`src/rtl/fp_addsub_seq.sv`:
```
// Sequential floating-point adder/subtractor, parametrised in exponent and fraction width.
// One operation at a time: align, add, carry fix-up, normalise, then a one-cycle done pulse.
//
// state | meaning
// IDLE  | waiting for start; operands captured on the accept edge
// ALIGN | special-operand check, then one exponent-alignment decision per cycle
// ADD   | signed-magnitude add/subtract of the aligned magnitudes
// CARRY | renormalise after a carry out of the hidden bit, overflow check
// NORM  | left-shift until the hidden bit is set, or flush to zero
// FIN   | result and flags valid, done pulse
module fp_addsub_seq #(
   parameter int EXP_W = 8,
   parameter int MAN_W = 23
) (
   input  logic                     clk,
   input  logic                     rst,
   input  logic                     start,
   input  logic                     op_sub,
   input  logic [EXP_W+MAN_W:0]     a,
   input  logic [EXP_W+MAN_W:0]     b,
   output logic [EXP_W+MAN_W:0]     result,
   output logic                     done,
   output logic                     busy,
   output logic                     ovf,
   output logic                     unf
);

   localparam int W = 1 + EXP_W + MAN_W;
   localparam int M = MAN_W + 2;
   localparam int E = EXP_W + 1;
   localparam logic [EXP_W-1:0] EXP_ONES = '1;
   localparam logic [E-1:0]     E_ONE    = E'(1);

   typedef enum logic [2:0] {IDLE, ALIGN, ADD, CARRY, NORM, FIN} state_t;

   state_t         state, state_n;
   logic           sa, sb, rs, spa, spb;
   logic           sa_n, sb_n, rs_n, spa_n, spb_n;
   logic [E-1:0]   ea, eb, re;
   logic [E-1:0]   ea_n, eb_n, re_n;
   logic [M-1:0]   ma, mb, rm;
   logic [M-1:0]   ma_n, mb_n, rm_n;
   logic [W-1:0]   result_n;
   logic           ovf_n, unf_n;

   logic [EXP_W-1:0] a_exp, b_exp;
   logic           ea_gt;
   logic [E-1:0]   diff;

   assign a_exp = a[W-2 -: EXP_W];
   assign b_exp = b[W-2 -: EXP_W];
   assign ea_gt = ea > eb;
   assign diff  = ea_gt ? (ea - eb) : (eb - ea);

   assign done = (state == FIN);
   assign busy = (state != IDLE);

   always_ff @(posedge clk) begin
      if (rst) begin
         state  <= IDLE;
         sa     <= 1'b0;
         sb     <= 1'b0;
         rs     <= 1'b0;
         spa    <= 1'b0;
         spb    <= 1'b0;
         ea     <= '0;
         eb     <= '0;
         re     <= '0;
         ma     <= '0;
         mb     <= '0;
         rm     <= '0;
         result <= '0;
         ovf    <= 1'b0;
         unf    <= 1'b0;
      end else begin
         state  <= state_n;
         sa     <= sa_n;
         sb     <= sb_n;
         rs     <= rs_n;
         spa    <= spa_n;
         spb    <= spb_n;
         ea     <= ea_n;
         eb     <= eb_n;
         re     <= re_n;
         ma     <= ma_n;
         mb     <= mb_n;
         rm     <= rm_n;
         result <= result_n;
         ovf    <= ovf_n;
         unf    <= unf_n;
      end
   end

   always_comb begin
      state_n  = state;
      sa_n     = sa;
      sb_n     = sb;
      rs_n     = rs;
      spa_n    = spa;
      spb_n    = spb;
      ea_n     = ea;
      eb_n     = eb;
      re_n     = re;
      ma_n     = ma;
      mb_n     = mb;
      rm_n     = rm;
      result_n = result;
      ovf_n    = ovf;
      unf_n    = unf;
      case (state)
         IDLE: begin
            if (start) begin
               sa_n    = a[W-1];
               sb_n    = b[W-1] ^ op_sub;
               ea_n    = {1'b0, a_exp};
               eb_n    = {1'b0, b_exp};
               ma_n    = (a_exp == '0) ? '0 : {2'b01, a[MAN_W-1:0]};
               mb_n    = (b_exp == '0) ? '0 : {2'b01, b[MAN_W-1:0]};
               spa_n   = (a_exp == EXP_ONES);
               spb_n   = (b_exp == EXP_ONES);
               ovf_n   = 1'b0;
               unf_n   = 1'b0;
               state_n = ALIGN;
            end
         end
         ALIGN: begin
            if (spa) begin
               result_n = {sa, EXP_ONES, {MAN_W{1'b0}}};
               ovf_n    = 1'b1;
               state_n  = FIN;
            end else if (spb) begin
               result_n = {sb, EXP_ONES, {MAN_W{1'b0}}};
               ovf_n    = 1'b1;
               state_n  = FIN;
            end else if (ea == eb || ma == '0 || mb == '0) begin
               if (ma == '0)
                  ea_n = eb;
               else if (mb == '0)
                  eb_n = ea;
               state_n = ADD;
            end else if (int'(diff) > MAN_W + 1) begin
               // Smaller operand would shift out entirely: skip the walk.
               if (ea_gt) begin
                  mb_n = '0;
                  eb_n = ea;
               end else begin
                  ma_n = '0;
                  ea_n = eb;
               end
               state_n = ADD;
            end else if (ea_gt) begin
               mb_n = mb >> 1;
               eb_n = eb + E_ONE;
            end else begin
               ma_n = ma >> 1;
               ea_n = ea + E_ONE;
            end
         end
         ADD: begin
            re_n = ea;
            if (sa == sb) begin
               rm_n = ma + mb;
               rs_n = sa;
            end else if (ma > mb) begin
               rm_n = ma - mb;
               rs_n = sa;
            end else if (mb > ma) begin
               rm_n = mb - ma;
               rs_n = sb;
            end else begin
               rm_n = '0;
               rs_n = 1'b0;
            end
            state_n = rm_n[M-1] ? CARRY : NORM;
         end
         CARRY: begin
            rm_n = rm >> 1;
            re_n = re + E_ONE;
            if (re_n[EXP_W] || re_n[EXP_W-1:0] == EXP_ONES) begin
               result_n = {rs, EXP_ONES, {MAN_W{1'b0}}};
               ovf_n    = 1'b1;
               state_n  = FIN;
            end else begin
               state_n = NORM;
            end
         end
         NORM: begin
            if (rm == '0) begin
               result_n = '0;
               state_n  = FIN;
            end else if (rm[MAN_W]) begin
               result_n = {rs, re[EXP_W-1:0], rm[MAN_W-1:0]};
               state_n  = FIN;
            end else if (re == E_ONE) begin
               result_n = '0;
               unf_n    = 1'b1;
               state_n  = FIN;
            end else begin
               rm_n = rm << 1;
               re_n = re - E_ONE;
            end
         end
         FIN: state_n = IDLE;
         default: state_n = IDLE;
      endcase
   end

endmodule
```
`config.mk`:
```
export PLATFORM = sky130hd
export DESIGN_NAME = fp_addsub_seq
export DESIGN_NICKNAME = d
export VERILOG_FILES = /design/src/rtl/fp_addsub_seq.sv
export SDC_FILE = /design/constraint.sdc
export NUM_CORES = 1
export LEC_CHECK = 0
export CAP_MARGIN = 20
export CORE_ASPECT_RATIO = 0.7
export CORE_UTILIZATION = 42
export DETAILED_ROUTE_END_ITERATION = 8
export SLEW_MARGIN = 15
export SYNTH_ARGS = -nofsm -noshare
export SYNTH_HDL_FRONTEND = slang
export SYNTH_SLANG_ARGS = --single-unit
```
`constraint.sdc`:
```
create_clock -name clk -period 7.6 [get_ports clk]
set_input_delay 0.76 -clock clk [delete_from_list [all_inputs] [get_ports clk]]
set_output_delay 0.76 -clock clk [all_outputs]
set_load 0.03 [all_outputs]
```
# --- Word-level counts from Yosys, hierarchy flattened ---
# Index checks and enable logic that the tools add are counted.
word_totals:
  in_bits: 68
  elab_cells: 165
  output_inout_bits: 36
  rom_bits: 0
  ramBits: 0
  memories: 0
  latchBits: 0
  regBits: 144
op_classes:
  n_lt_le_gt_ge: 4
  mux: 79
  multipliers: 0
  n_addsub: 9
  n_shift: 0
  div_mod_pow: 0
  reduce_logical: 26
  n_eq_ne: 30
  bitwise: 1
ops:
  columns: ["operator", "count"]
  rows:
  - ["25-bit 2-to-1 mux", 21]
  - ["32-bit 2-to-1 mux", 6]
  - ["9-bit 2-to-1 mux", 20]
  - ["25-bit one-hot mux with 2 select lines", 2]
  - ["32-bit one-hot mux with 3 select lines", 1]
  - ["25-bit logical NOT", 3]
  - ["25-bit one-hot mux with 3 select lines", 1]
  - ["25-bit greater-than comparator", 2]
  - ["25-bit subtractor", 2]
  - ["24-bit 2-to-1 mux", 2]
  - ["9-bit one-hot mux with 2 select lines", 2]
  - ["9-bit by 1-bit adder with 9-bit output (second input constant)", 3]
  - ["3-bit 2-to-1 mux", 9]
  - ["9-bit one-hot mux with 3 select lines", 1]
  - ["25-bit adder", 1]
  - ["8-bit equality test (second input constant)", 3]
  - ["2-bit != test (second input constant)", 11]
  - ["6-bit AND reduction", 3]
  - ["9-bit subtractor", 2]
  - ["8-bit logical NOT", 2]
  - ["3-bit one-hot mux with 5 select lines", 1]
  - ["3-bit != test (second input constant)", 4]
  - ["4-bit != test (second input constant)", 3]
  - ["4-bit AND reduction", 3]
  - ["other kinds (22)", 41]

# --- Logic depth before layout (Yosys ltp) ---
# Gate-level depths: netlist of the first run.
depth:
  ltp_word: 8
  mapped_depth: 16
  ltp_nobuf: 13

# --- Worst setup path after synthesis of the first run ---
# Ideal clock, no wire load.
synth_path:
  kind: "register to register"
  start: "register ea[0]"
  end: "register ea[8]"
  stages_incl_launch_ff: 14
  period_less_slack_ps: 3126
  arrival_time_ps: 3052
  slack_ps: 4474
  required_time_ps: 7526
  setup_ps: 74
  n_path_buf: 0
  cell_sequence: "dfxtp_1 > inv_1 > ha_1 > fa_1 > nand2b_1 > a21oi_2 > xor2_1 > a311oi_2 > nand3_2 > o22ai_2 > and2_4 > a221oi_4 > or4b_1 > o21ai_0"
synth_via:
  elab_chain_cells: 8
  elab_cells_between_ends: 19
  classes_between: "add/sub (3); order compare (2); eq/ne (3); mux (8); reduce/logical (3)"
synth_rtl:
  columns: ["item", "line_no", "text"]
  rows:
  - ["from (decl)", "39", "logic [E-1:0] ea, eb, re;"]
  - ["from (signal assigned)", "82", "ea <= ea_n;"]
  - ["9-bit subtractor or 9-bit greater-than comparator (tied branches)", "53, 52", null]
  - ["9-bit 2-to-1 mux", "53", "assign diff = ea_gt ? (ea - eb) : (eb - ea);"]
  - ["9-bit by 5-bit greater-than comparator with 1-bit output", "141", "end else if (int'(diff) > MAN_W + 1) begin"]
  - ["9-bit 2-to-1 mux", "141", null]
  - ["9-bit 2-to-1 mux", "135", "end else if (ea == eb || ma == '0 || mb == '0) begin"]
  - ["9-bit 2-to-1 mux", "131", "end else if (spb) begin"]
  - ["9-bit 2-to-1 mux", "127", "if (spa) begin"]
  - ["9-bit one-hot mux with 2 select lines", "110", "case (state)"]
# Several ways; a longest one is shown, not always the timed one. The select of a mux whose other input is x is not followed.
# A chain may end at the register's enable or synchronous reset.

# --- Worst setup path after layout of the first run ---
layout_path:
  start: "register ea[1]"
  end: "register ea[8]"
# Same word-level chain as after synthesis.

==> impl_metrics.tcl, run 1 <==
set metrics [dict create \
    period_minus_slack_ns 4.593 \
    cts-resized-gates 0 \
    num_vias 13062 \
    dp_hpwl_mm 32.86 \
    maxCapViolations 0 \
    synthMuxAreaShare_pct 0.5940 \
    grt_usage_pct 29.18 \
    nets 1798 \
    drtIter0Drc 1508 \
    port_buffers 103 \
    max_stage_delay_ns 0.64 \
    cts_setup_buffers 0 \
    critical_path_required_ns 7.90 \
    root_buffer "clkbuf_16" \
    wl_per_cell_um 21.91 \
    synth_area_leaders "dfxtp_1 23%, ha_1 9.7%, a21oi_1 6.0%" \
    dieArea_mm2 0.02979 \
    worst_clock_skew_ns 0.01462 \
    syn2layout_area_growth_pct 14.13 \
    ff2ff_path_depth 12 \
    vias_per_cell 6.486 \
    maxSlewViolCount 0 \
    arrival_ns 4.89 \
    routed_wl_mm 44.14 \
    cts_sinks 142 \
    cp-start-kind "flip-flop" \
    crit_slowest_cell "and2_4" \
    ios 104 \
    crit_cells 12 \
    rsz0062_at_grt "no" \
    status "completed" \
    fmax_mhz 217.7 \
    dpl_worst_slack_ns 3.214 \
    path_cells "inv_1 -> ha_1 -> nor2b_1 -> o21a_1 -> o41ai_2 -> nor4_2 -> nand3_2 -> o22ai_2 -> and2_4 -> a221oi_4 -> or4b_1 -> o21ai_0" \
    finalSetupTns_ns 0 \
    period_share_pct 60.43 \
    worstMarginPinSlew_ns 1.110 \
    placementRows 51 \
    ys.warnings.count 0 \
    crit_path_start "ea[1]$_SDFFE_PP0P_" \
    antenna_found_initial 0 \
    critPathKind "reg -> reg" \
    r2r_slack_ns 3.01 \
    cts_max_path_buffers 2 \
    dieWidth_um 205.9 \
    crit_fanout 47 \
    endpoint_kind "flip-flop" \
    n_antenna_cell 0 \
    fp.coreArea_mm2 0.02820 \
    setup_ws_ns 3.007 \
    synth-compound-area-share_pct 34.84 \
    yosys.area_share.adder_pct 10.55 \
    fillers 2832 \
    ctsHtreeMaxLevel 4 \
    synth_flop_cell "dfxtp_1" \
    clk_latency_ns 0.45 \
    clk_pin_slew_worst_paths_ns 0.06 \
    ys_ff_latch 142 \
    min_from "rs$_SDFFE_PP0N_" \
    place.gp.congestion 1.001 \
    overflow 0 \
    hold_buffers 0 \
    ys_seq_area_share_pct 23.27 \
    synthArstFlopShare_pct 0 \
    synth.distinct_cells 91 \
    crit_buf_inv 1 \
    die_h_um 144.7 \
    hold_class "reg -> reg" \
    drc 0 \
    cp-endpoint "ea[8]$_SDFFE_PP0P_" \
    syn-num-nets 1779 \
    reg2reg_to "ea[8]$_SDFFE_PP0P_" \
    tritoncts "built" \
    maxSlewHeadroom_pct 25.82 \
    avgSynthCellArea_um2 7.584 \
    worstReg2RegStart "ea[1]$_SDFFE_PP0P_" \
    hold_viol_final 0 \
    drive_gt1_share_pct 5.356 \
    grt_pass1_wl_mm 67.07 \
    synth_xor_area_share_pct 3.513 \
    synth.top_cell.area_share_pct 23.27 \
    grt_max_degree 67 \
    grt_pass1_vias 11295 \
    placed_cells 1981 \
    synth_area_mm2 0.01222 \
    initial_core_util_pct 43.32 \
    ant_nets 0 \
    synth_top_family_by_area "compound AO/OA/AOI/OAI gates" \
    synth_simple_gate_area_share_pct 19.98 \
    yosysTopAreaCell "dfxtp_1" \
    fin_cells 2014 \
    synth_cells 1611 \
    setup_viol 0 \
    cts_buffers 17 \
    drt_pass1_iterations 7 \
    synth_edf_count 0 \
    cpLargestDelayFamily "simple AND/OR/NAND/NOR gates" \
]
==> registers in the layout, indices dropped and copies added, names as in the netlist <==
| signal | cells |
|---|---|
| spa | 1 |
| rm | 25 |
| re | 9 |
| eb | 9 |
| result | 32 |
| ma | 24 |
| ovf | 1 |
| rs | 1 |
| sb | 1 |
| sa | 1 |
| ea | 9 |
| state | 3 |
| mb | 24 |
| unf | 1 |
| spb | 1 |
==> cell type report <==
| type | count | area (um2) | share of cell area [%] |
|---|---|---|---|
| clock buffers | 19 | 442.9 | 3.176 |
| multi-input cells | 1254 | 8523 | 61.12 |
| repair buffers | 120 | 1160 | 8.318 |
| well taps | 371 | 464.2 | 3.329 |
| clock inverters | 13 | 155.1 | 1.113 |
| flip-flops and latches | 142 | 2843 | 20.39 |
| inverters | 95 | 356.6 | 2.557 |
==> synthesized netlist by cell type, types with 7 or more instances <==
library cell and instances:
a211o_1 8, a211oi_1 55, a21o_1 26, a21oi_1 147, a221o_1 10, a221oi_1 50, a222oi_1 7, a22o_1 23
a22oi_1 36, a311oi_1 15, a31oi_1 18, and2_1 7, and3_1 13, buf_1 8, buf_2 22, clkbuf_1 80
dfxtp_1 142, ha_1 95, inv_1 91, nand2_1 90, nand2b_1 14, nand3_1 64, nand3b_1 8, nand4_1 22
nor2_1 146, nor2b_1 17, nor3_1 43, nor4_1 26, o2111ai_1 7, o211ai_1 11, o21a_1 10, o21ai_0 62
o21ai_1 14, o21bai_1 20, o221ai_1 16, o22ai_1 9, o31ai_1 16, or3_1 8, xnor2_1 35, xor2_1 14
==> metal layers <==
layer | up-vias | track usage [%] | part of all wire, %
met3 | 31 | 7.031 | 11
met1 | 6218 | 48.12 | 51
li1 | 6105 | - | -
met4 | 0 | 5.534 | 0.85
met2 | 708 | 36.15 | 37
met5 | - | 0 | 0
==> kinds of logic (layout without fill, tap and decap cells) <==
family / count (synthesis) / after routing
and+or+nand+nor: 493 / 493
buffers and inverters: 215 / 247
muxes: 7 / 7
AOI/OAI and AO/OA: 605 / 605
adders and majority gates: 100 / 100
xor gates and xnor gates: 49 / 49
DFF: 142 / 142
==> cell usage in the layout (no fill, tap or decap), types with 7 or more instances in the layout <==
cell,synthesis,final
buf_4,6,17
a311oi_1,15,15
nor3_1,43,43
nand3b_1,8,8
a21oi_1,147,144
a222oi_1,7,7
dfxtp_1,142,142
a211oi_1,55,55
a221oi_1,50,50
xnor2_1,35,35
and3_1,13,13
o221ai_1,16,16
and2_1,7,7
inv_1,91,91
nand4_1,22,22
o2111ai_1,7,7
o211ai_1,11,11
nor2b_1,17,17
ha_1,95,95
a22oi_1,36,36
nand2b_1,14,14
or3_1,8,8
a31oi_1,18,18
clkdlybuf4s50_1,0,102
o21ai_1,14,14
xor2_1,14,13
a211o_1,8,8
nand2_1,90,90
nand3_1,64,64
clkbuf_16,0,17
a22o_1,23,23
nor4_1,26,26
o21ai_0,62,61
a21o_1,26,26
o21a_1,10,10
o21bai_1,20,20
nor2_1,146,146
a221o_1,10,10
o22ai_1,9,9
o31ai_1,16,16
==> per-stage QoR <==
step	utilization [%]	hold slack, ns	instance area (um2)
floorplan	-	0.4285	12220
global placement	47.28	0.4461	13340
detailed placement	47.28	0.4567	13340
CTS	49.40	0.4675	13930
global route	49.44	0.4916	13940
finish	49.44	0.4649	13940
==> worst min-delay path, stage by stage (launching register included) <==
cell and delay (ns):
dfxtp_1 0.32, nand2_1 0.05, a21oi_1 0.05
==> worst min path at each step <==
stage	endpoint	slack (ns)	cells after the start
3_5_place_dp	rs$_SDFFE_PP0N_	0.46	2
4_1_cts	rs$_SDFFE_PP0N_	0.47	2
5_1_grt	result[7]$_SDFFE_PP0P_	0.49	1
6_report	rs$_SDFFE_PP0N_	0.46	2
3_3_place_gp	rs$_SDFFE_PP0N_	0.45	2
2_1_floorplan	rs$_SDFFE_PP0N_	0.43	2
Power of run 1 is not shown: default switching activity piles up to over one toggle a cycle in this logic, so the estimate is an artifact.
==> inputs of run 2 (changes only) <==
Clock period 7.6 ns to 4.75 ns, I/O delays scaled along.
==> run 2 against run 1 <==
Core utilization grew 0.64 points. Cell area is 1.3% higher. Routed wire length about the same. Maximum frequency is 13% higher. Global-route usage up 0.55 points. Critical path depth increased by 1. Clock skew shrank 0.0071 ns. Via count fell by 0.29%. Register-to-register slack worse by 2.3 ns. Count of clock-buffer cells in the layout decreased by 1. Die area stayed put. Critical path type unchanged. Critical endpoint unchanged.
==> impl_metrics.tcl, run 2 (synthesis results as in run 1) <==
set metrics [dict create \
    drt_pass1_iterations 5 \
    crit_fanout 47 \
    worstReg2RegStart "ea[0]$_SDFFE_PP0P_" \
    fillers 2835 \
    met3_usage_pct 9.584 \
    routed_wl_mm 44.17 \
    grt_max_degree 66 \
    nets 1821 \
    finalSetupTns_ns 0 \
    gr-usage-met2_pct 36.40 \
    fp.coreArea_mm2 0.02820 \
    cp-start-kind "flip-flop" \
    largest_registers "result: 32 flops, rm: 25 flops" \
    crit_cells 13 \
    r2r_slack_ns 0.69 \
    critical_path_required_ns 5.12 \
    crit_buf_inv 1 \
    critPathKind "reg -> reg" \
    fmax_mhz 246.0 \
    dieWidth_um 205.9 \
    ios 104 \
    final_common_cell "nor2_1" \
    final_util_pct 50.08 \
    die_h_um 144.7 \
    drc 0 \
    drtIter0Drc 1457 \
    grt_use_met1_pct 48.09 \
    status "completed" \
    overflow 0 \
    grt_most_used_layer "met1" \
    antenna_found_initial 1 \
    period_minus_slack_ns 4.065 \
    ff2ff_path_depth 13 \
    cts-resized-gates 0 \
    cts_buffers 17 \
    cpLargestDelayFamily "compound AO/OA/AOI/OAI gates" \
    grt_pass1_wl_mm 68.21 \
    hold_class "in -> reg" \
    maxCapViolations 0 \
    crit_path_start "ea[0]$_SDFFE_PP0P_" \
    grt_usage_pct 29.73 \
    hold_buffers 0 \
    dieArea_mm2 0.02979 \
    crit_slowest_cell "a221oi_4" \
    maxSlewHeadroom_pct 40.45 \
    layout_common_cells "146 x nor2_1, 144 x a21oi_1, 142 x dfxtp_1" \
    grt_pass1_vias 11482 \
    worstMarginPinSlew_ns 0.8899 \
    num_vias 13024 \
    largest-register "result" \
    stdcell_area_mm2 0.01412 \
    vias_per_cell 6.397 \
    ant_nets 0 \
    cts_max_path_buffers 2 \
    wl_per_cell_um 21.70 \
    endpoint_kind "flip-flop" \
    max_stage_delay_ns 0.75 \
    placed_area_mm2 0.01351 \
    largest_register_ffs 32 \
    arrival_ns 4.44 \
    cp-endpoint "ea[8]$_SDFFE_PP0P_" \
    period_share_pct 85.57 \
    placementRows 51 \
    dp_hpwl_mm 33.71 \
    maxSlewViolCount 0 \
    clk_pin_slew_worst_paths_ns 0.07 \
    drive_gt1_share_pct 6.667 \
    n_antenna_cell 0 \
    rsz0062_at_grt "no" \
    initial_core_util_pct 43.32 \
    syn2layout_area_growth_pct 15.61 \
    root_buffer "clkbuf_16" \
    ctsHtreeMaxLevel 4 \
    hold_viol_final 0 \
    port_buffers 103 \
    cts_sinks 142 \
    cts_setup_buffers 0 \
    path_cells "inv_1 -> ha_1 -> fa_1 -> nand2b_1 -> a21oi_2 -> xor2_1 -> a311oi_2 -> nand3_2 -> o22ai_2 -> and2_4 -> a221oi_4 -> or4b_1 -> o21ai_0" \
    reg2reg_to "ea[8]$_SDFFE_PP0P_" \
    holdWs_ns 0.3561 \
    worst_clock_skew_ns 0.007553 \
    place.gp.congestion 0.9726 \
    clk_latency_ns 0.44 \
    tritoncts "built" \
    setup_viol 0 \
]
[run 2: how the worst min path moves through the flow]
stage	start	endpoint	slack [ns]	depth (start not counted)
4_1_cts	rst	sb$_SDFFE_PP0P_	0.34	2
3_3_place_gp	result[12]$_SDFFE_PP0P_	result[12]$_SDFFE_PP0P_	0.46	1
3_5_place_dp	result[0]$_SDFFE_PP0P_	result[0]$_SDFFE_PP0P_	0.47	1
5_1_grt	rst	re[4]$_SDFFE_PP0P_	0.36	2
6_report	rst	result[30]$_SDFFE_PP0P_	0.36	2
2_1_floorplan	rs$_SDFFE_PP0N_	rs$_SDFFE_PP0N_	0.43	2
[run 2: layout make-up]
| type | instances | area [um2] | share of cell area (%) |
|---|---|---|---|
| Clock inverter | 13 | 177.7 | 1.258 |
| Sequential cell | 142 | 2843 | 20.13 |
| Multi-Input combinational cell | 1254 | 8516 | 60.29 |
| Timing Repair Buffer | 143 | 1329 | 9.407 |
| Inverter | 95 | 356.6 | 2.525 |
| Tap cell | 371 | 464.2 | 3.286 |
| Clock buffer | 18 | 439.2 | 3.109 |
[run 2: metal layers]
metal	routed length [um]	vias up	part of all wire (%)
li1	-	6151	-
met1	22420	6168	51
met2	15930	672	36
met3	5359	31	12
met4	453	2	1.0
met5	7	-	0.016
[run 2: worst reg2reg max path: stages, from the launching register on]
cell      delay [ns]
dfxtp_1         0.44
inv_1           0.15
ha_1            0.25
fa_1            0.40
nand2b_1        0.17
a21oi_2         0.24
xor2_1          0.20
a311oi_2        0.15
nand3_2         0.21
o22ai_2         0.12
and2_4          0.35
a221oi_4        0.76
or4b_1          0.49
o21ai_0         0.08
[run 2: metrics by stage]
stage / std cells / setup WS (ns)
after detailed placement: 2005 / 0.7338
after global placement: 2005 / 0.8094
after floorplan: 1611 / 1.624
after CTS: 2036 / 0.7181
final: 2036 / 0.6855
after global routing: 2036 / 0.3984
Power of run 2 is left out for the same reason.
